$ cat src/rtl/crossy_keys_pkg.sv
`default_nettype none
// ============================================================================
//  Module   : crossy_keys_pkg
//  Purpose  : Shared keycode constants, repeat-FSM state encoding and
//             keycode classification helpers for the keyboard dispatch path.
//  Contents : KEY_* movement keycodes (HID usage IDs), NUM_SLOTS, SLOT_W,
//             rpt_state_t, is_p1_key(), is_p2_key()
//  Revision : 1.0 - initial release
// ============================================================================
package crossy_keys_pkg;

  // Player one movement keys (W/A/S/D)
  localparam logic [7:0] KEY_W     = 8'h1A;
  localparam logic [7:0] KEY_A     = 8'h04;
  localparam logic [7:0] KEY_S     = 8'h16;
  localparam logic [7:0] KEY_D     = 8'h07;

  // Player two movement keys (arrows)
  localparam logic [7:0] KEY_UP    = 8'h52;
  localparam logic [7:0] KEY_LEFT  = 8'h50;
  localparam logic [7:0] KEY_DOWN  = 8'h51;
  localparam logic [7:0] KEY_RIGHT = 8'h4F;

  // HID boot report carries six keycode slots of one byte each
  localparam int NUM_SLOTS = 6;
  localparam int SLOT_W    = 8;

  // Per-player press / auto-repeat state
  typedef enum logic [1:0] {
    IDLE   = 2'd0,
    DELAY  = 2'd1,
    REPEAT = 2'd2
  } rpt_state_t;

  function automatic logic is_p1_key(input logic [7:0] k);
    return (k == KEY_W) || (k == KEY_A) || (k == KEY_S) || (k == KEY_D);
  endfunction

  function automatic logic is_p2_key(input logic [7:0] k);
    return (k == KEY_UP) || (k == KEY_LEFT) || (k == KEY_DOWN) || (k == KEY_RIGHT);
  endfunction

endpackage
`default_nettype wire

$ cat src/rtl/key_repeater.sv
`default_nettype none
// ============================================================================
//  Module   : key_repeater
//  Purpose  : Turns a held movement keycode into frame-aligned step keycodes:
//             one step on press, another after REPEAT_DELAY frames, then one
//             every REPEAT_RATE frames while the same key stays held.
//  Ports    : clk          - system clock
//             rst_n        - asynchronous active-low reset
//             i_frame_tick - one-cycle pulse per video frame
//             i_held_key   - currently held movement keycode (8'h00 = none)
//             o_step_key   - step keycode, held for one frame period
//  Revision : 1.0 - initial release
// ============================================================================
module key_repeater
  import crossy_keys_pkg::*;
#(
  parameter int REPEAT_DELAY = 12,
  parameter int REPEAT_RATE  = 6
) (
  input  logic       clk,
  input  logic       rst_n,
  input  logic       i_frame_tick,
  input  logic [7:0] i_held_key,
  output logic [7:0] o_step_key
);

  localparam logic [7:0] C_DELAY = 8'(REPEAT_DELAY);
  localparam logic [7:0] C_RATE  = 8'(REPEAT_RATE);

  rpt_state_t r_state;
  rpt_state_t w_state_next;
  logic [7:0] r_cnt;
  logic [7:0] w_cnt_next;
  logic [7:0] r_key;
  logic [7:0] w_key_next;
  logic [7:0] r_step;
  logic [7:0] w_step_next;
  logic [7:0] w_cnt_inc;

  assign w_cnt_inc  = r_cnt + 8'd1;
  assign o_step_key = r_step;

  always_ff @(posedge clk or negedge rst_n) begin
    if (!rst_n) begin
      r_state <= IDLE;
      r_cnt   <= 8'd0;
      r_key   <= 8'd0;
      r_step  <= 8'd0;
    end else begin
      r_state <= w_state_next;
      r_cnt   <= w_cnt_next;
      r_key   <= w_key_next;
      r_step  <= w_step_next;
    end
  end

  always_comb begin
    // Between ticks everything, including the output, simply holds.
    w_state_next = r_state;
    w_cnt_next   = r_cnt;
    w_key_next   = r_key;
    w_step_next  = r_step;

    if (i_frame_tick) begin
      w_step_next = 8'd0;
      case (r_state)
        IDLE: begin
          if (i_held_key != 8'd0) begin
            w_step_next  = i_held_key;
            w_cnt_next   = 8'd0;
            w_key_next   = i_held_key;
            w_state_next = DELAY;
          end
        end

        DELAY, REPEAT: begin
          if (i_held_key == 8'd0) begin
            w_state_next = IDLE;
          end else if (i_held_key != r_key) begin
            // A different direction restarts the press sequence immediately.
            w_step_next  = i_held_key;
            w_cnt_next   = 8'd0;
            w_key_next   = i_held_key;
            w_state_next = DELAY;
          end else if (w_cnt_inc == ((r_state == DELAY) ? C_DELAY : C_RATE)) begin
            w_step_next  = r_key;
            w_cnt_next   = 8'd0;
            w_state_next = REPEAT;
          end else begin
            w_cnt_next = w_cnt_inc;
          end
        end

        default: begin
          w_state_next = IDLE;
          w_cnt_next   = 8'd0;
        end
      endcase
    end
  end

endmodule
`default_nettype wire

$ cat src/rtl/keycode_dispatcher.sv
`default_nettype none
// ============================================================================
//  Module   : keycode_dispatcher
//  Purpose  : Latches the six-slot HID keyboard report, ages it out after
//             STALE_FRAMES frames without an update, picks each player's
//             movement key by slot priority and converts it to per-frame step
//             keycodes through one key_repeater per player.
//  Ports    : Clk         - system clock
//             ResetN      - asynchronous active-low reset
//             KeyReport   - six keycodes, slot 0 = [7:0] .. slot 5 = [47:40]
//             ReportValid - one-cycle pulse, KeyReport is new this cycle
//             FrameTick   - one-cycle pulse per video frame
//             P1Keycode   - player one step keycode (held for one frame)
//             P2Keycode   - player two step keycode (held for one frame)
//             P1Held      - a player one movement key is held
//             P2Held      - a player two movement key is held
//  Revision : 1.0 - initial release
// ============================================================================
module keycode_dispatcher
  import crossy_keys_pkg::*;
#(
  parameter int REPEAT_DELAY = 12,
  parameter int REPEAT_RATE  = 6,
  parameter int STALE_FRAMES = 60
) (
  input  logic        Clk,
  input  logic        ResetN,
  input  logic [47:0] KeyReport,
  input  logic        ReportValid,
  input  logic        FrameTick,
  output logic [7:0]  P1Keycode,
  output logic [7:0]  P2Keycode,
  output logic        P1Held,
  output logic        P2Held
);

  localparam logic [7:0] C_STALE      = 8'(STALE_FRAMES);
  localparam logic [7:0] C_STALE_LAST = 8'(STALE_FRAMES - 1);

  logic [47:0] r_report;
  logic [7:0]  r_stale_cnt;
  logic        r_p1_held;
  logic        r_p2_held;

  logic        w_tick_no_report;
  logic        w_stale;
  logic [47:0] w_report_eff;
  logic [7:0]  w_p1_key;
  logic [7:0]  w_p2_key;

  // --------------------------------------------------------------------------
  // Report latch and stale counter
  // --------------------------------------------------------------------------
  assign w_tick_no_report = FrameTick && !ReportValid;

  always_ff @(posedge Clk or negedge ResetN) begin
    if (!ResetN) begin
      r_report    <= 48'd0;
      r_stale_cnt <= 8'd0;
    end else begin
      if (ReportValid) begin
        r_report    <= KeyReport;
        r_stale_cnt <= 8'd0;
      end else if (FrameTick && (r_stale_cnt != C_STALE)) begin
        r_stale_cnt <= r_stale_cnt + 8'd1;
      end
    end
  end

  // The tick that saturates the counter already counts as stale, so the
  // STALE_FRAMES-th report-less tick is the first one that sees no keys.
  assign w_stale = !ReportValid &&
                   ((r_stale_cnt == C_STALE) ||
                    (w_tick_no_report && (r_stale_cnt == C_STALE_LAST)));

  // A report arriving in the same cycle as the tick is used for that tick.
  assign w_report_eff = ReportValid ? KeyReport :
                        w_stale     ? 48'd0     : r_report;

  // --------------------------------------------------------------------------
  // Slot-priority decode: scanning from the top slot down lets the
  // lowest-numbered matching slot overwrite the others.
  // --------------------------------------------------------------------------
  always_comb begin
    w_p1_key = 8'd0;
    w_p2_key = 8'd0;
    for (int s = NUM_SLOTS - 1; s >= 0; s--) begin
      if (is_p1_key(w_report_eff[s*SLOT_W +: SLOT_W])) begin
        w_p1_key = w_report_eff[s*SLOT_W +: SLOT_W];
      end
      if (is_p2_key(w_report_eff[s*SLOT_W +: SLOT_W])) begin
        w_p2_key = w_report_eff[s*SLOT_W +: SLOT_W];
      end
    end
  end

  // --------------------------------------------------------------------------
  // Held flags, sampled with the frame tick like the step keycodes
  // --------------------------------------------------------------------------
  always_ff @(posedge Clk or negedge ResetN) begin
    if (!ResetN) begin
      r_p1_held <= 1'b0;
      r_p2_held <= 1'b0;
    end else if (FrameTick) begin
      r_p1_held <= (w_p1_key != 8'd0);
      r_p2_held <= (w_p2_key != 8'd0);
    end
  end

  assign P1Held = r_p1_held;
  assign P2Held = r_p2_held;

  // --------------------------------------------------------------------------
  // Per-player repeat engines
  // --------------------------------------------------------------------------
  key_repeater #(
    .REPEAT_DELAY (REPEAT_DELAY),
    .REPEAT_RATE  (REPEAT_RATE)
  ) u_rep_p1 (
    .clk          (Clk),
    .rst_n        (ResetN),
    .i_frame_tick (FrameTick),
    .i_held_key   (w_p1_key),
    .o_step_key   (P1Keycode)
  );

  key_repeater #(
    .REPEAT_DELAY (REPEAT_DELAY),
    .REPEAT_RATE  (REPEAT_RATE)
  ) u_rep_p2 (
    .clk          (Clk),
    .rst_n        (ResetN),
    .i_frame_tick (FrameTick),
    .i_held_key   (w_p2_key),
    .o_step_key   (P2Keycode)
  );

endmodule
`default_nettype wire

$ cat config.mk
export PLATFORM = sky130hd
export DESIGN_NAME = keycode_dispatcher
export DESIGN_NICKNAME = d
export VERILOG_FILES = /design/src/rtl/crossy_keys_pkg.sv /design/src/rtl/key_repeater.sv /design/src/rtl/keycode_dispatcher.sv
export SDC_FILE = /design/constraint.sdc
export NUM_CORES = 1
export LEC_CHECK = 0
export CELL_PAD_IN_SITES_DETAIL_PLACEMENT = 1
export CELL_PAD_IN_SITES_GLOBAL_PLACEMENT = 1
export CORE_MARGIN = 10
export CORE_UTILIZATION = 40
export CTS_CLUSTER_SIZE = 30
export DETAILED_ROUTE_END_ITERATION = 8
export PLACE_DENSITY = 0.72
export REMOVE_ABC_BUFFERS = 1
export SLEW_MARGIN = 30
export SYNTH_ARGS = -nofsm -noshare
export SYNTH_HDL_FRONTEND = slang
export SYNTH_HIERARCHICAL = 1
export SYNTH_SLANG_ARGS = --single-unit
$ cat constraint.sdc
create_clock -name Clk -period 4.4 [get_ports Clk]
set_input_delay 0.66 -clock Clk [delete_from_list [all_inputs] [get_ports Clk]]
set_output_delay 0.66 -clock Clk [all_outputs]
set_load 0.02 [all_outputs]
Yosys cells after proc, flatten, opt, wreduce, memory -nomap -nowiden
Index checks and enable logic that the tools add are counted.
{"block": "op_classes", "add_sub_neg": 3, "eq_ne": 67, "mux": 56, "reduce_logical": 59}
{"cell": "8-bit 2-to-1 mux", "n": 36}
{"cell": "8-bit by 7-bit equality test with 1-bit output (second input constant)", "n": 24}
{"cell": "8-bit by 3-bit equality test with 1-bit output (second input constant)", "n": 12}
{"cell": "8-bit by 5-bit equality test with 1-bit output (second input constant)", "n": 12}
{"cell": "48-bit 2-to-1 mux", "n": 2}
{"cell": "8-bit one-hot mux with 2 select lines", "n": 6}
{"cell": "1-bit logical OR", "n": 37}
{"cell": "8-bit by 1-bit adder with 8-bit output (second input constant)", "n": 3}
{"cell": "8-bit by 6-bit equality test with 1-bit output (second input constant)", "n": 2}
{"cell": "8-bit equality test", "n": 2}
{"cell": "8-bit zero test", "n": 2}
{"cell": "2-bit 2-to-1 mux", "n": 8}
{"cell": "8-bit != test", "n": 2}
{"cell": "8-bit nonzero test", "n": 2}
{"cell": "3-bit AND reduction", "n": 4}
{"cell": "5-bit AND reduction", "n": 2}
{"cell": "4-bit 2-to-1 mux", "n": 2}
{"cell": "2-bit != test (second input constant)", "n": 4}
{"cell": "4-bit by 1-bit != test with 1-bit output (second input constant)", "n": 2}
{"cell": "8-bit by 6-bit != test with 1-bit output (second input constant)", "n": 1}
{"cell": "2-bit one-hot mux with 2 select lines", "n": 2}
{"cell": "2-bit nonzero test", "n": 3}
{"cell": "2-bit by 1-bit equality test with 1-bit output (second input constant)", "n": 2}
{"cell": "2-bit equality test (second input constant)", "n": 2}
{"cell": "other kinds (5)", "n": 11}
{"block": "word_totals", "reg_bits": 110, "inputBits": 52, "output_inout_bits": 18, "wordCells": 197}

Depth between registers and ports, before layout
Gate-level depths: netlist (run 1).
{"block": "depth", "ltp_word": 21, "ltp_mapped": 19, "depth_no_buf": 15}

By module
The synthesis (run 1) kept the hierarchy.
{"mod": "keycode_dispatcher", "instances": 1, "cells_per_inst": 549, "area_per_inst_um2": 4584.4, "seq_area_each_um2": 1451.4}
{"mod": "key_repeater", "instances": 2, "cells_per_inst": 151, "area_per_inst_um2": 1560.2, "seq_area_each_um2": 650.6}

Worst setup path after synthesis (run 1)
No wires, ideal clock.
{"block": "synth_path", "kind": "input to register", "from": "input port FrameTick", "to": "register u_rep_p2.r_key[0]", "setup_ps": 125, "arrival_time_ps": 4116, "required_ps": 4275, "path_slack_ps": 159, "path_stages": 15, "path_buffers": 2, "path_cell_list": "buf_6 -> and3b_1 -> buf_6 -> o211a_1 -> o32a_1 -> or4_1 -> a21boi_1 -> o21ai_1 -> o221ai_2 -> a31oi_1 -> nor4_1 -> nand2_1 -> o21ai_4 -> nor3_4 -> mux2_4"}
{"block": "synth_via", "elab_chain_len": 19, "elab_cells_between_ends": 65, "classes_between": "28 x eq/ne; 12 x mux; 25 x reduce/logical"}
{"element": "start, declared", "line": "keycode_dispatcher.sv:30", "source": "input logic FrameTick,"}
{"element": "1-bit logical AND (*)", "line": "keycode_dispatcher.sv:54", "source": "assign w_tick_no_report = FrameTick && !ReportValid;"}
{"element": "1-bit logical AND (*)", "line": "keycode_dispatcher.sv:74", "source": "(w_tick_no_report && (r_stale_cnt == C_STALE_LAST)));"}
{"element": "1-bit logical OR (*)", "line": "keycode_dispatcher.sv:73", "source": "((r_stale_cnt == C_STALE) ||"}
{"element": "1-bit logical AND (*)", "line": "keycode_dispatcher.sv:72", "source": "assign w_stale = !ReportValid &&"}
{"element": "48-bit 2-to-1 mux (*)", "line": "keycode_dispatcher.sv:78", "source": "w_stale ? 48'd0 : r_report;"}
{"element": "48-bit 2-to-1 mux (*)", "line": "keycode_dispatcher.sv:77", "source": "assign w_report_eff = ReportValid ? KeyReport :"}
{"element": "8-bit by 7-bit equality test with 1-bit output", "line": "crossy_keys_pkg.sv:40", "source": "return (k == KEY_UP) || (k == KEY_LEFT) || (k == KEY_DOWN) || (k == KEY_RIGHT);"}
{"element": "1-bit logical OR (3 in a row)", "line": "crossy_keys_pkg.sv:40"}
{"element": "8-bit 2-to-1 mux (5 in a row)", "line": "keycode_dispatcher.sv:91", "source": "if (is_p2_key(w_report_eff[s*SLOT_W +: SLOT_W])) begin"}
{"element": "8-bit 2-to-1 mux (*)", "line": "keycode_dispatcher.sv:91"}
{"element": "via w_p2_key[1]", "line": "keycode_dispatcher.sv:49", "source": "logic [7:0] w_p2_key;"}
{"element": "8-bit != test (tied with other cells)", "line": "key_repeater.sv:79", "source": "end else if (i_held_key != r_key) begin"}
{"element": "2-bit by 1-bit != test with 1-bit output (no source line) or 2-bit != test (tied branches)"}
{"element": "5-bit AND reduction (no source line) (*)"}
{"element": "end signal, assigned", "line": "key_repeater.sv:52", "source": "r_key <= w_key_next;"}
{"element": "end, declared", "line": "key_repeater.sv:34", "source": "logic [7:0] r_key;"}
Mark *: on every way through the listed nets, which the timed path passes. The rest lies on a longest branch. The select of a mux whose other input is x is not followed.
A chain may end at the register's enable or synchronous reset.

Final worst setup path (run 1)
{"block": "layout_path", "from": "register r_stale_cnt[0]", "to": "register u_rep_p2.r_key[4]"}
{"block": "layout_via", "elab_chain_len": 19, "elab_cells_between_ends": 66, "classes_between": "30 x eq/ne; 12 x mux; 24 x reduce/logical"}
{"element": "start, declared", "line": "keycode_dispatcher.sv:41", "source": "logic [7:0] r_stale_cnt;"}
{"element": "start signal, assigned", "line": "keycode_dispatcher.sv:65", "source": "r_stale_cnt <= r_stale_cnt + 8'd1;"}
{"element": "8-bit by 6-bit equality test with 1-bit output", "line": "keycode_dispatcher.sv:74"}
{"element": "1-bit logical AND", "line": "keycode_dispatcher.sv:74"}
{"element": "1-bit logical OR (*)", "line": "keycode_dispatcher.sv:73"}
{"element": "1-bit logical AND (*)", "line": "keycode_dispatcher.sv:72"}
{"element": "48-bit 2-to-1 mux (*)", "line": "keycode_dispatcher.sv:78"}
{"element": "48-bit 2-to-1 mux (*)", "line": "keycode_dispatcher.sv:77"}
{"element": "8-bit by 7-bit equality test with 1-bit output", "line": "crossy_keys_pkg.sv:40"}
{"element": "1-bit logical OR (3 in a row)", "line": "crossy_keys_pkg.sv:40"}
{"element": "8-bit 2-to-1 mux (5 in a row)", "line": "keycode_dispatcher.sv:91"}
{"element": "8-bit 2-to-1 mux (*)", "line": "keycode_dispatcher.sv:91"}
{"element": "via w_p2_key[1]", "line": "keycode_dispatcher.sv:49"}
{"element": "8-bit != test (tied with other cells)", "line": "key_repeater.sv:79"}
{"element": "2-bit by 1-bit != test with 1-bit output (no source line) or 2-bit != test (tied branches)"}
{"element": "5-bit AND reduction (no source line) (*)"}
Marks and branches as above.

==> PnR_summary.wiki, run 1 <==
{| class="wikitable"
! Metric !! Value
|-
| DRC violation count after routing || 0
|-
| Static power due to leakage || ~4.2 nW
|-
| Global placement routability congestion || ~0.93
|-
| Core Footprint || 18800 um2
|-
| Number of rows created at floorplan || 50
|-
| Post-synthesis adder-cell area fraction || 0.0162
|-
| Area fraction of the dominant cell type after synthesis || 0.357
|-
| Detail Placement HPWL || between 15000 and 20000 um
|-
| Die width || 159 um
|-
| Antenna violations before repair || 0
|-
| H-tree lvl count || 3
|-
| Power density relative to cell area || roughly 360 nW/um2
|-
| Depth of the most critical reg-to-reg path || 16
|-
| Worst ir drop on vdd || approximately 0.22 mV
|-
| Count of buffers from port buffering || just under 70
|-
| Via count of the first global-routing pass || about 7600
|-
| 1st-iter DRT viols || between 400 and 500
|-
| Area of the mapped netlist || ~7700 um2
|-
| Mux share of post-synthesis cell area || 0.0721
|-
| Largest family of logic cells by synthesized area || compound AO/OA/AOI/OAI gates
|-
| Startpoint-to-endpoint class of the critical path || flip-flop to flip-flop
|-
| Congestion Overflow GR || 0
|-
| DIE AREA || 25200 um2
|-
| Fraction of the yosys area taken by sequential cells || 0.357
|-
| Total iterations of the first detailed-routing run || 4
|-
| Actual transition at the worst max-transition pin || around 0.85 ns
|-
| Gate Count Post-Synth || between 800 and 900
|-
| Reg-to-reg endpoint || u_rep_p2/r_key[4]$_DFFE_PN0P_
|-
| Reg-to-reg slack, setup || roughly 0.19 ns
|-
| Synth Register Bits || 110
|-
| Total area of multi-input combinational cells || approximately 4800 um2
|-
| Remaining number of nets flagged by the antenna check after routing || 0
|-
| Yosys cell types || just over 90
|-
| Status || finished clean
|-
| Worst min-delay path category || input pin to async pin
|-
| Post-Route WL || approximately 24000 um
|-
| Predominant post-synthesis flop cell || sky130_fd_sc_hd__dfrtp_1
|-
| Final worst path period share || 0.957
|-
| Share of async-settable or async-resettable flops after synthesis || 1.00
|-
| Clock root cell || sky130_fd_sc_hd__clkbuf_16
|-
| Number of buffers created by CTS || 9
|-
| Sink Count || 110
|-
| Total via count after detailed routing || just over 7000
|-
| Starting utilization of the core area || 0.409
|-
| Largest cells by area after synthesis || sky130_fd_sc_hd__dfrtp_1 (36%), sky130_fd_sc_hd__nand2_1 (5.1%), sky130_fd_sc_hd__xnor2_1 (3.2%)
|-
| Proportion of power drawn by the clock network || 0.259
|-
| Critical path fanouts, max || 8
|-
| Max-slew headroom || 0.432
|-
| Share of the synthesized area in compound gates (AO/OA/AOI/OAI) || 0.241
|-
| Final Max Tran Viols || 0
|-
| Mean post-synth cell area || around 9.1 um2
|-
| Top achievable clock speed || between 200 and 250 MHz
|-
| Layout Nets || ~1100
|-
| Source of the worst register-to-register timing path || r_stale_cnt[0]$_DFFE_PN0P_
|-
| NetSw || between 0.001 and 0.0015 W
|-
| Post-synth EDFFs || 0
|-
| Antenna Diode Count || 0
|-
| I/O pin total || 70
|-
| Setup repair after global routing missed its margin || yes
|-
| Sequential cell area || between 2000 and 3000 um2
|-
| Count of filler cells inserted in the layout || around 2200
|-
| Die H || about 160 um
|-
| Clock tree skew after final layout || around 0.012 ns
|-
| Critical Path End Type || flip-flop
|-
| Cell accounting for the most synthesized area || sky130_fd_sc_hd__dfrtp_1
|-
| Synth warnings || 6
|-
| Clock Pin Slew Worst Setup and Hold Paths || about 0.070 ns
|-
| Post-synthesis share of cell area spent on xor and xnor gates || 0.0455
|-
| Switching share of power || 0.346
|-
| Latest clock arrival within the worst-skew pair || around 0.36 ns
|-
| Fraction of final layout cells with drive strength greater than 1 || 0.211
|-
| Final sum of negative setup slack || 0 ns
|-
| Most common cell after layout, fill and taps aside || sky130_fd_sc_hd__dfrtp_1
|-
| Clock period minus worst slack || about 4.2 ns
|-
| Pint || roughly 0.0023 W
|-
| TritonCTS clock tree || built
|-
| Part of the total power dissipated in combinational logic || 0.373
|-
| Wire length of the first global-routing pass || about 40000 um
|-
| Layout-stage area growth over the synthesis result || 27.7%
|-
| Startpoint class of the critical path || flip-flop
|-
| Routed WL per cell || between 15 and 20 um
|-
| Final hold violations || 0
|-
| Simple-gate share of the synthesized area || 0.224
|-
| Most used cells in the layout excluding fill and tap cells || sky130_fd_sc_hd__dfrtp_1 (110), sky130_fd_sc_hd__nand2_1 (103), sky130_fd_sc_hd__buf_4 (93)
|-
| Largest net degree at the start of global routing || 65
|-
| Sequential share of power || 0.368
|-
| Required time of the worst setup path || roughly 4.6 ns
|-
| Number of maximum-capacitance constraint violations || 0
|-
| Final number of setup-violating endpoints || 0
|-
| CP Data Arrival Time || between 4 and 5 ns
|-
| GRT Util Overall || 0.188
|-
| Deepest clock path buffer count || 2
|-
| Power consumption || roughly 0.0035 W
|-
| Vias per Instance || about 5.7
|}
==> worst max path at each step <==
stage,from,end,cells after the start
global placement,KeyReport[25],u_rep_p2/r_key[5]$_DFFE_PN0P_,16
global route,r_stale_cnt[0]$_DFFE_PN0P_,u_rep_p2/r_cnt[3]$_DFFE_PN0P_,20
finish,r_stale_cnt[0]$_DFFE_PN0P_,u_rep_p2/r_key[4]$_DFFE_PN0P_,16
CTS,r_stale_cnt[0]$_DFFE_PN0P_,u_rep_p2/r_key[4]$_DFFE_PN0P_,15
floorplan,FrameTick,u_rep_p2/r_key[0]$_DFFE_PN0P_,13
detailed placement,KeyReport[25],u_rep_p2/r_key[4]$_DFFE_PN0P_,16
==> cell type report <==
| type | count | area share |
|---|---|---|
| tap | 260 | 0.0331 |
| multi-input combinational | 693 | 0.491 |
| timing repair buffer | 165 | 0.149 |
| sequential | 110 | 0.280 |
| clock buffer | 9 | 0.0229 |
| inverter | 39 | 0.0149 |
| clock inverter | 6 | 0.00928 |
==> synth_stat cells (20+ instances only) <==
| library cell | count |
|---|---|
| sky130_fd_sc_hd__a21oi_1 | 38 |
| sky130_fd_sc_hd__dfrtp_1 | 110 |
| sky130_fd_sc_hd__inv_1 | 38 |
| sky130_fd_sc_hd__mux2_2 | 20 |
| sky130_fd_sc_hd__nand2_1 | 104 |
| sky130_fd_sc_hd__nand3_1 | 21 |
| sky130_fd_sc_hd__nor2_1 | 41 |
| sky130_fd_sc_hd__nor2b_1 | 26 |
| sky130_fd_sc_hd__nor3_1 | 28 |
| sky130_fd_sc_hd__o21ai_0 | 43 |
| sky130_fd_sc_hd__o21ai_1 | 29 |
| sky130_fd_sc_hd__xnor2_1 | 28 |
==> routing by layer <==
layer	track usage	wire, um	up-vias
met5	0	0	-
met4	0.0434	320	0
met3	0.0300	834	23
met2	0.303	11400	138
met1	0.258	11700	3640
li1	-	-	3467
==> stage by stage <==
stage	hold slack (ns)	cell area, um2	utilization	worst slack [ns]	std cells
6_report	0.411	9840	0.523	0.190	1282
5_1_grt	0.473	9840	0.523	-0.0693	1282
4_1_cts	0.445	9680	0.514	0.0339	1278
3_3_place_gp	0.500	9360	0.497	-0.0249	1263
3_5_place_dp	0.512	9370	0.497	-0.128	1263
2_1_floorplan	0.364	7610	-	-0.144	842
==> flip-flops by register name (all words and copies together), names as in the netlist, 2 cells and up <==
signal,cells
u_rep_p1/r_key,8
u_rep_p1/r_state,2
r_report,48
u_rep_p2/r_state,2
u_rep_p2/o_step_key,8
u_rep_p2/r_cnt,8
u_rep_p2/r_key,8
u_rep_p1/o_step_key,8
r_stale_cnt,8
u_rep_p1/r_cnt,8
==> timing repair <==
item,in CTS,in global routing
pin swaps,1,6
endpoints found under the setup margin,4,47
setup buffers,0,4
hold buffers,0,0
gates resized for setup,0,24
==> cells by family after synthesis <==
group	count (synthesis)
multiplexers	45
adder cells (fa/ha/maj)	10
other	1
buffers and inverters	72
flip-flops	110
XOR/XNOR	40
AO/OA/AOI/OAI	253
AND/OR/NAND/NOR	320
==> worst max-delay path: stages, from the launching register on <==
cell and delay [ns]:
sky130_fd_sc_hd__dfrtp_1 0.39, sky130_fd_sc_hd__inv_1 0.07, sky130_fd_sc_hd__ha_1 0.22, sky130_fd_sc_hd__and2_1 0.16
sky130_fd_sc_hd__o211a_2 0.33, sky130_fd_sc_hd__o32a_1 0.37, sky130_fd_sc_hd__or4_1 0.55, sky130_fd_sc_hd__a21boi_1 0.20
sky130_fd_sc_hd__and4_4 0.23, sky130_fd_sc_hd__o221ai_2 0.18, sky130_fd_sc_hd__a31oi_2 0.18, sky130_fd_sc_hd__nor4_2 0.28
sky130_fd_sc_hd__nand2_1 0.19, sky130_fd_sc_hd__o21ai_4 0.24, sky130_fd_sc_hd__nor3_4 0.07, sky130_fd_sc_hd__buf_12 0.16
sky130_fd_sc_hd__mux2_4 0.29
==> power by group through the flow <==
stage	Clock (W)	Combinational (W)	Sequential (W)
finish	0.000907	0.00131	0.00129
global route	0.000972	0.00143	0.00131
CTS	0.000939	0.00127	0.00129
detailed placement	0	0.00125	0.00131
global placement	0	0.00122	0.00130
floorplan	0	0.000715	0.00132
No activity file was read; power rests on OpenSTA's default activity.
==> run 2, diff against run 1 <==
--- a/config.mk
+++ b/config.mk
@@ -8,10 +8,9 @@
 export CELL_PAD_IN_SITES_DETAIL_PLACEMENT = 1
 export CELL_PAD_IN_SITES_GLOBAL_PLACEMENT = 1
 export CORE_MARGIN = 10
-export CORE_UTILIZATION = 40
-export CTS_CLUSTER_SIZE = 30
+export CORE_UTILIZATION = 35
 export DETAILED_ROUTE_END_ITERATION = 8
-export PLACE_DENSITY = 0.72
+export PLACE_DENSITY = 0.64
 export REMOVE_ABC_BUFFERS = 1
 export SLEW_MARGIN = 30
 export SYNTH_ARGS = -nofsm -noshare
==> PnR_summary.wiki, run 2 (synthesized netlist as in run 1, its figures left out) <==
{| class="wikitable"
! Metric !! Value
|-
| Status || finished clean
|-
| GRT Util Overall || 0.173 (-0.0151)
|-
| Depth of the most critical reg-to-reg path || 21 (+5)
|-
| Latest clock arrival within the worst-skew pair || 0.37 ns (about the same)
|-
| Clock Pin Slew Worst Setup and Hold Paths || 0.08 ns (about the same)
|-
| Number of buffers created by CTS || 9 (unchanged)
|-
| CP Data Arrival Time || 4.46 ns (about the same)
|-
| Final-layout worst hold slack || 0.318 ns (-0.0927 ns)
|-
| Most used cells in the layout excluding fill and tap cells || sky130_fd_sc_hd__dfrtp_1 (110), sky130_fd_sc_hd__buf_4 (106), sky130_fd_sc_hd__nand2_1 (100)
|-
| Critical-path cell list || ha_2, and3b_1, buf_4, o211ai_4, buf_8, buf_4, a41oi_2, nor4b_2, buf_4, nand2_1, nand2_1, o211ai_1, buf_4, o21bai_4, xnor2_1, nand4_1, buf_4, nor3_4, nor3_4, buf_12, mux2_4
|-
| Routed WL per cell || 19.3 um (+2.1%)
|-
| Total iterations of the first detailed-routing run || 5 (+1)
|-
| Via count of the first global-routing pass || 7407 (-2.0%)
|-
| Most used cell, CP || sky130_fd_sc_hd__buf_4
|-
| Detail Placement HPWL || 19000 um (+2.4%)
|-
| Final sum of negative setup slack || 0 ns (unchanged)
|-
| Most common cell after layout, fill and taps aside || sky130_fd_sc_hd__dfrtp_1
|-
| Final standard cell area without fillers || 10300 um2 (+4.8%)
|-
| Number of rows created at floorplan || 54 (+8.0%)
|-
| Final Max Tran Viols || 0 (unchanged)
|-
| Total via count after detailed routing || 7255 (-0.18%)
|-
| Clock tree skew after final layout || 0.0101 ns (-0.00221 ns)
|-
| Critical path fanouts, max || 8 (unchanged)
|-
| Startpoint class of the critical path || flip-flop
|-
| Clock period minus worst slack || 4.21 ns (+0.00413 ns)
|-
| End point of the critical path || u_rep_p2/r_key[2]$_DFFE_PN0P_
|-
| Final hold violations || 0 (unchanged)
|-
| Vias per Instance || 5.49 (-3.2%)
|-
| Die H || 168 um (+6.0%)
|-
| H-tree lvl count || 3 (unchanged)
|-
| Number of hold buffers added after cts || 0 (unchanged)
|-
| Layout-stage area growth over the synthesis result || 33.8%
|-
| Congestion Overflow GR || 0 (unchanged)
|-
| Count of buffers from port buffering || 69 (unchanged)
|-
| Source of the worst register-to-register timing path || r_stale_cnt[0]$_DFFE_PN0P_
|-
| Die width || 168 um (+6.0%)
|-
| Startpoint-to-endpoint class of the critical path || flip-flop to flip-flop
|-
| Layout Nets || 1099 (+1.8%)
|-
| Reg-to-reg slack, setup || 0.19 ns (about the same)
|-
| Remaining number of nets flagged by the antenna check after routing || 0 (unchanged)
|-
| Sink Count || 110 (unchanged)
|-
| Core Footprint || 21800 um2 (+16%)
|-
| Slowest stage cell on the critical path || sky130_fd_sc_hd__dfrtp_1
|-
| Antenna Diode Count || 0 (unchanged)
|-
| DIE AREA || 28300 um2 (+12%)
|-
| I/O pin total || 70 (unchanged)
|-
| Largest net degree at the start of global routing || 53 (-18%)
|-
| Number of flip-flops under the largest register name || 48 (unchanged)
|-
| Required time of the worst setup path || 4.65 ns (about the same)
|-
| Number of maximum-capacitance constraint violations || 0 (unchanged)
|-
| Register with the most flip-flops || r_report
|-
| 1st-iter DRT viols || 358 (-11%)
|-
| Static power due to leakage || 4.36 nW (+3.8%)
|-
| Post-Route WL || 25500 um (+5.3%)
|-
| Final number of setup-violating endpoints || 0 (unchanged)
|-
| Starting utilization of the core area || 0.354 (-0.0550)
|-
| Clock root cell || sky130_fd_sc_hd__clkbuf_16
|-
| Worst min-delay path category || input pin to async pin
|-
| Deepest clock path buffer count || 2 (unchanged)
|-
| Reg-to-reg endpoint || u_rep_p2/r_key[2]$_DFFE_PN0P_
|-
| Power density relative to cell area || 348 nW/um2 (-2.3%)
|-
| Wire length of the first global-routing pass || 40400 um (+1.5%)
|-
| Antenna violations before repair || 0 (unchanged)
|-
| Worst ir drop on vdd || 0.209 mV (-4.3%)
|-
| Actual transition at the worst max-transition pin || 0.688 ns (-0.164 ns)
|-
| Placed cell areas || 9530 um2 (+1.7%)
|-
| Max-slew headroom || 0.541 (+0.109)
|-
| Slowest cell delay on critical path || 0.43 ns (-0.12 ns)
|-
| Critical Path End Type || flip-flop
|-
| Fraction of final layout cells with drive strength greater than 1 || 0.252 (+0.0410)
|-
| Critical path launch point || r_stale_cnt[0]$_DFFE_PN0P_
|-
| DRC violation count after routing || 0 (unchanged)
|-
| Global placement routability congestion || 0.887 (-4.8%)
|-
| Top achievable clock speed || 237 MHz (about the same)
|-
| TritonCTS clock tree || built
|-
| Final worst path period share || 0.958 (about the same)
|}
-- run 2: cell types whose count changed in the layout (fill, tap and decap cells not counted), moves of 3 or more --
| cell | change |
|---|---|
| sky130_fd_sc_hd__xnor2_2 | +4 |
| sky130_fd_sc_hd__buf_12 | +3 |
| sky130_fd_sc_hd__xnor2_1 | -4 |
| sky130_fd_sc_hd__buf_4 | +13 |
| sky130_fd_sc_hd__o21ai_1 | -4 |
| sky130_fd_sc_hd__nand2_2 | +3 |
| sky130_fd_sc_hd__nand2_1 | -3 |
| sky130_fd_sc_hd__clkinv_4 | +3 |
-- run 2: worst min-delay path by stage --
| stage | slack [ns] | endpoint | cells after the start |
|---|---|---|---|
| floorplan | 0.36 | P1Held$_DFFE_PN0P_ | 0 |
| global placement | 0.50 | u_rep_p2/r_cnt[1]$_DFFE_PN0P_ | 2 |
| detailed placement | 0.51 | r_report[29]$_DFFE_PN0P_ | 1 |
| CTS | 0.35 | u_rep_p2/o_step_key[3]$_DFFE_PN0P_ | 1 |
| global route | 0.37 | u_rep_p2/o_step_key[3]$_DFFE_PN0P_ | 1 |
| finish | 0.32 | u_rep_p2/o_step_key[3]$_DFFE_PN0P_ | 1 |
-- run 2: cell type report --
class,instances,area (um2)
Tap cell,280,350
Fill cell,2522,11400
Multi-Input combinational cell,693,5070
Inverter,39,146
Timing Repair Buffer,184,1670
Clock buffer,9,225
Clock inverter,7,92.6
Sequential cell,110,2750
-- run 2: timing repair --
item | CTS | global route
gates cloned | 0 | 1
setup endpoints to repair | 6 | 47
resized for setup | 2 | 64
setup buffers | 0 | 10
pin swaps | 0 | 21
-- run 2: metrics by stage --
step / instances / total power, W / setup slack, ns / utilization
floorplan: 842 / 0.00204 / -0.144 / -
global placement: 1295 / 0.00256 / -0.0259 / 0.438
detailed placement: 1295 / 0.00259 / -0.135 / 0.438
CTS: 1311 / 0.00352 / 0.0191 / 0.453
global route: 1322 / 0.00379 / -0.0143 / 0.474
finish: 1322 / 0.00359 / 0.186 / 0.474
-- run 2: worst max-delay path, delay by kind of cell, from the launching register on --
family / cells / cell delay, ns
buffers and inverters: 7 / 1.20
and+or+nand+nor: 7 / 1.07
AOI/OAI and AO/OA: 4 / 0.73
DFF: 1 / 0.43
muxes: 1 / 0.29
adders and majority gates: 1 / 0.21
xor gates and xnor gates: 1 / 0.14
-- run 2: metal layers --
layer,vias to the layer above,global-route usage,share of wire
met5,-,0,0
met4,0,0.0401,0.013
met3,20,0.0249,0.032
met2,98,0.281,0.48
met1,3632,0.237,0.48
li1,3505,-,-
-- run 2: where the power goes --
part / switching [W] / internal, W / total [W]
sequential: 0.000125 / 0.00116 / 0.00129
combinational: 0.000706 / 0.000677 / 0.00138
clock: 0.000460 / 0.000458 / 0.000918
==> run 3, diff against run 2 <==
--- a/config.mk
+++ b/config.mk
@@ -5,12 +5,11 @@
 export SDC_FILE = /design/constraint.sdc
 export NUM_CORES = 1
 export LEC_CHECK = 0
-export CELL_PAD_IN_SITES_DETAIL_PLACEMENT = 1
-export CELL_PAD_IN_SITES_GLOBAL_PLACEMENT = 1
 export CORE_MARGIN = 10
 export CORE_UTILIZATION = 35
 export DETAILED_ROUTE_END_ITERATION = 8
-export PLACE_DENSITY = 0.64
+export HOLD_SLACK_MARGIN = 0.02
+export PLACE_DENSITY = 0.51
 export REMOVE_ABC_BUFFERS = 1
 export SLEW_MARGIN = 30
 export SYNTH_ARGS = -nofsm -noshare
==> constraint.sdc (replaced) <==
create_clock -name Clk -period 4.4 [get_ports Clk]
set_input_delay 0.66 -clock Clk [delete_from_list [all_inputs] [get_ports Clk]]
set_output_delay 0.66 -clock Clk [all_outputs]
set_load 0.01 [all_outputs]
==> PnR_summary.wiki, run 3 (synthesized netlist as in run 1, its figures left out) <==
{| class="wikitable"
! Metric !! Value
|-
| Latest clock arrival within the worst-skew pair || 0.36 ns (about the same)
|-
| Top achievable clock speed || 236 MHz (-0.42%)
|-
| Required time of the worst setup path || 4.68 ns (+0.03 ns)
|-
| Deepest clock path buffer count || 2 (unchanged)
|-
| Antenna violations before repair || 0 (unchanged)
|-
| Post-Route WL || 22400 um (-12%)
|-
| Critical-path cell list || inv_1, ha_1, and2_1, o211a_1, buf_4, buf_4, o32ai_1, o211a_1, a21oi_1, a32o_2, o21bai_2, xnor2_1, nand4_1, nor4b_4, buf_4, a41oi_1, mux2i_1
|-
| Final worst path period share || 0.962 (+0.00404)
|-
| Actual transition at the worst max-transition pin || 0.816 ns (+0.129 ns)
|-
| Minimum setup slack after placement || -0.104 ns (+0.0313 ns)
|-
| Core Footprint || 21800 um2 (unchanged)
|-
| Number of maximum-capacitance constraint violations || 0 (unchanged)
|-
| Sequential share of power || 0.368 (+0.009)
|-
| Worst ir drop on vdd || 0.162 mV (-23%)
|-
| Worst min-delay path category || input pin to async pin
|-
| Final Max Tran Viols || 0 (unchanged)
|-
| Most used cells in the layout excluding fill and tap cells || sky130_fd_sc_hd__dfrtp_1 (110), sky130_fd_sc_hd__buf_4 (109), sky130_fd_sc_hd__nand2_1 (103)
|-
| NetSw || 0.00116 W (-10%)
|-
| CP Data Arrival Time || 4.51 ns (+0.05 ns)
|-
| Most common cell after layout, fill and taps aside || sky130_fd_sc_hd__dfrtp_1
|-
| Congestion Overflow GR || 0 (unchanged)
|-
| Final number of setup-violating endpoints || 0 (unchanged)
|-
| Starting utilization of the core area || 0.354 (unchanged)
|-
| Proportion of power drawn by the clock network || 0.269 (+0.013)
|-
| Depth of the most critical reg-to-reg path || 17 (-19%)
|-
| Part of the total power dissipated in combinational logic || 0.363 (-0.023)
|-
| Final design utilization || 0.462 (-0.0118)
|-
| Reg-to-reg slack, setup || 0.17 ns (-0.02 ns)
|-
| Final hold violations || 0 (unchanged)
|-
| Number of buffers created by CTS || 9 (unchanged)
|-
| Register with the most flip-flops || r_report
|-
| Clock root cell || sky130_fd_sc_hd__clkbuf_16
|-
| Pint || 0.00232 W (+1.1%)
|-
| Final worst setup slack || 0.168 ns (-0.0178 ns)
|-
| Wire length of the first global-routing pass || 36600 um (-9.5%)
|-
| Number of placed cells counting well taps || 1300 (+0.39%)
|-
| Power consumption || 0.00348 W (-3.0%)
|-
| Max-slew headroom || 0.456 (-0.0857)
|-
| Total iterations of the first detailed-routing run || 5 (unchanged)
|-
| Source of the worst register-to-register timing path || r_stale_cnt[0]$_DFFE_PN0P_
|-
| 1st-iter DRT viols || 544 (+52%)
|-
| Most used cell, CP || sky130_fd_sc_hd__buf_4
|-
| Static power due to leakage || 4.31 nW (-1.1%)
|-
| Clock Pin Slew Worst Setup and Hold Paths || 0.08 ns (about the same)
|-
| Die H || 168 um (unchanged)
|-
| DIE AREA || 28300 um2 (unchanged)
|-
| Slowest stage cell on the critical path || sky130_fd_sc_hd__o32ai_1
|-
| Power density relative to cell area || 346 nW/um2 (-0.57%)
|-
| Fraction of final layout cells with drive strength greater than 1 || 0.228 (-0.0245)
|-
| Layout Nets || 1097 (-0.18%)
|-
| Critical path fanouts, max || 13 (+5)
|-
| Status || finished clean
|-
| Largest net degree at the start of global routing || 61 (+15%)
|-
| Critical Path End Type || flip-flop
|-
| Slowest cell delay on critical path || 0.50 ns (+0.07 ns)
|-
| Clock tree skew after final layout || 0.0111 ns (+0.00102 ns)
|-
| Detail Placement HPWL || 17000 um (-11%)
|-
| Global placement routability congestion || 0.869 (-2.0%)
|-
| I/O pin total || 70 (unchanged)
|-
| Die width || 168 um (unchanged)
|-
| Final sum of negative setup slack || 0 ns (unchanged)
|-
| DRC violation count after routing || 0 (unchanged)
|-
| Startpoint-to-endpoint class of the critical path || flip-flop to flip-flop
|-
| Setup repair after global routing missed its margin || yes
|-
| End point of the critical path || u_rep_p2/r_cnt[3]$_DFFE_PN0P_
|-
| Sink Count || 110 (unchanged)
|-
| Startpoint class of the critical path || flip-flop
|-
| Count of non-filler cells in the finished layout || 1320 (-0.15%)
|-
| Vias per Instance || 5.32 (-3.1%)
|-
| TritonCTS clock tree || built
|-
| Number of flip-flops under the largest register name || 48 (unchanged)
|-
| Layout-stage area growth over the synthesis result || 30.5%
|-
| Routed WL per cell || 17.0 um (-12%)
|-
| Number of rows created at floorplan || 54 (unchanged)
|-
| Reg-to-reg endpoint || u_rep_p2/r_cnt[3]$_DFFE_PN0P_
|-
| Count of buffers from port buffering || 69 (unchanged)
|-
| Remaining number of nets flagged by the antenna check after routing || 0 (unchanged)
|-
| Total via count after detailed routing || 7023 (-3.2%)
|-
| Antenna Diode Count || 0 (unchanged)
|-
| Via count of the first global-routing pass || 6801 (-8.2%)
|-
| Switching share of power || 0.333 (-0.0271)
|-
| Clock period minus worst slack || 4.23 ns (+0.0178 ns)
|-
| Count of filler cells inserted in the layout || 2145 (-15%)
|-
| Critical path launch point || r_stale_cnt[0]$_DFFE_PN0P_
|-
| H-tree lvl count || 3 (unchanged)
|-
| GRT Util Overall || 0.155 (-0.0175)
|}
run 3: cell count changes in the layout (fill, tap and decap cells not counted), sizes merged:
cell	before	now
bufinv	1	2
inv	41	40
clkinv	4	0
buf	117	116
clkinvlp	0	3
run 3: power groups by stage:
stage / registers (W) / logic [W] / clock network (W)
final: 0.00128 / 0.00126 / 0.000937
after global routing: 0.00130 / 0.00138 / 0.00100
after CTS: 0.00128 / 0.00123 / 0.000966
after detailed placement: 0.00129 / 0.00123 / 0
after global placement: 0.00130 / 0.00122 / 0
after floorplan: 0.00129 / 0.000715 / 0
run 3: critical path: cells and delay by family (launching register included):
kind / cells / cell delay (ns)
buffers and inverters: 4 / 0.66
AND/OR/NAND/NOR: 3 / 0.79
AO/OA/AOI/OAI: 7 / 1.71
flip-flops: 1 / 0.41
multiplexers: 1 / 0.17
XOR/XNOR: 1 / 0.16
adder cells (fa/ha/maj): 1 / 0.23
run 3: worst min-delay path by stage:
stage / slack (ns) / to / depth (start not counted) / start
2_1_floorplan: 0.36 / P1Held$_DFFE_PN0P_ / 0 / ResetN
3_3_place_gp: 0.50 / r_report[29]$_DFFE_PN0P_ / 1 / r_report[29]$_DFFE_PN0P_
3_5_place_dp: 0.51 / r_report[29]$_DFFE_PN0P_ / 1 / r_report[29]$_DFFE_PN0P_
4_1_cts: 0.42 / u_rep_p2/o_step_key[2]$_DFFE_PN0P_ / 1 / ResetN
5_1_grt: 0.46 / u_rep_p2/o_step_key[2]$_DFFE_PN0P_ / 1 / ResetN
6_report: 0.38 / u_rep_p2/o_step_key[2]$_DFFE_PN0P_ / 1 / ResetN
run 3: layout make-up:
cell class	count	area (um2)	share of cell area
multi-input combinational	693	4870	0.485
sequential	110	2750	0.274
timing repair buffer	182	1600	0.159
tap	280	350	0.0349
clock buffer	10	239	0.0238
inverter	39	146	0.0146
clock inverter	6	93.8	0.00934
run 3: what timing repair did:
| action | CTS | global route |
|---|---|---|
| buffers inserted | 0 | 4 |
| resized for setup | 0 | 29 |
| hold buffers | 0 | 0 |
| hold endpoints to repair | 0 | 0 |
| endpoints found under the setup margin | 0 | 40 |
run 3: metal layers:
layer  global-route usage  part of all wire
met1                0.226              0.51
met3               0.0196             0.031
met4               0.0450             0.014
met5                    0                 0
met2                0.234              0.45
run 3: through the flow:
| stage | area (um2) | hold WS (ns) |
|---|---|---|
| final | 10100 | 0.384 |
| after global routing | 10100 | 0.463 |
| after CTS | 9860 | 0.425 |
| after detailed placement | 9530 | 0.508 |
| after global placement | 9520 | 0.499 |
| after floorplan | 7610 | 0.364 |
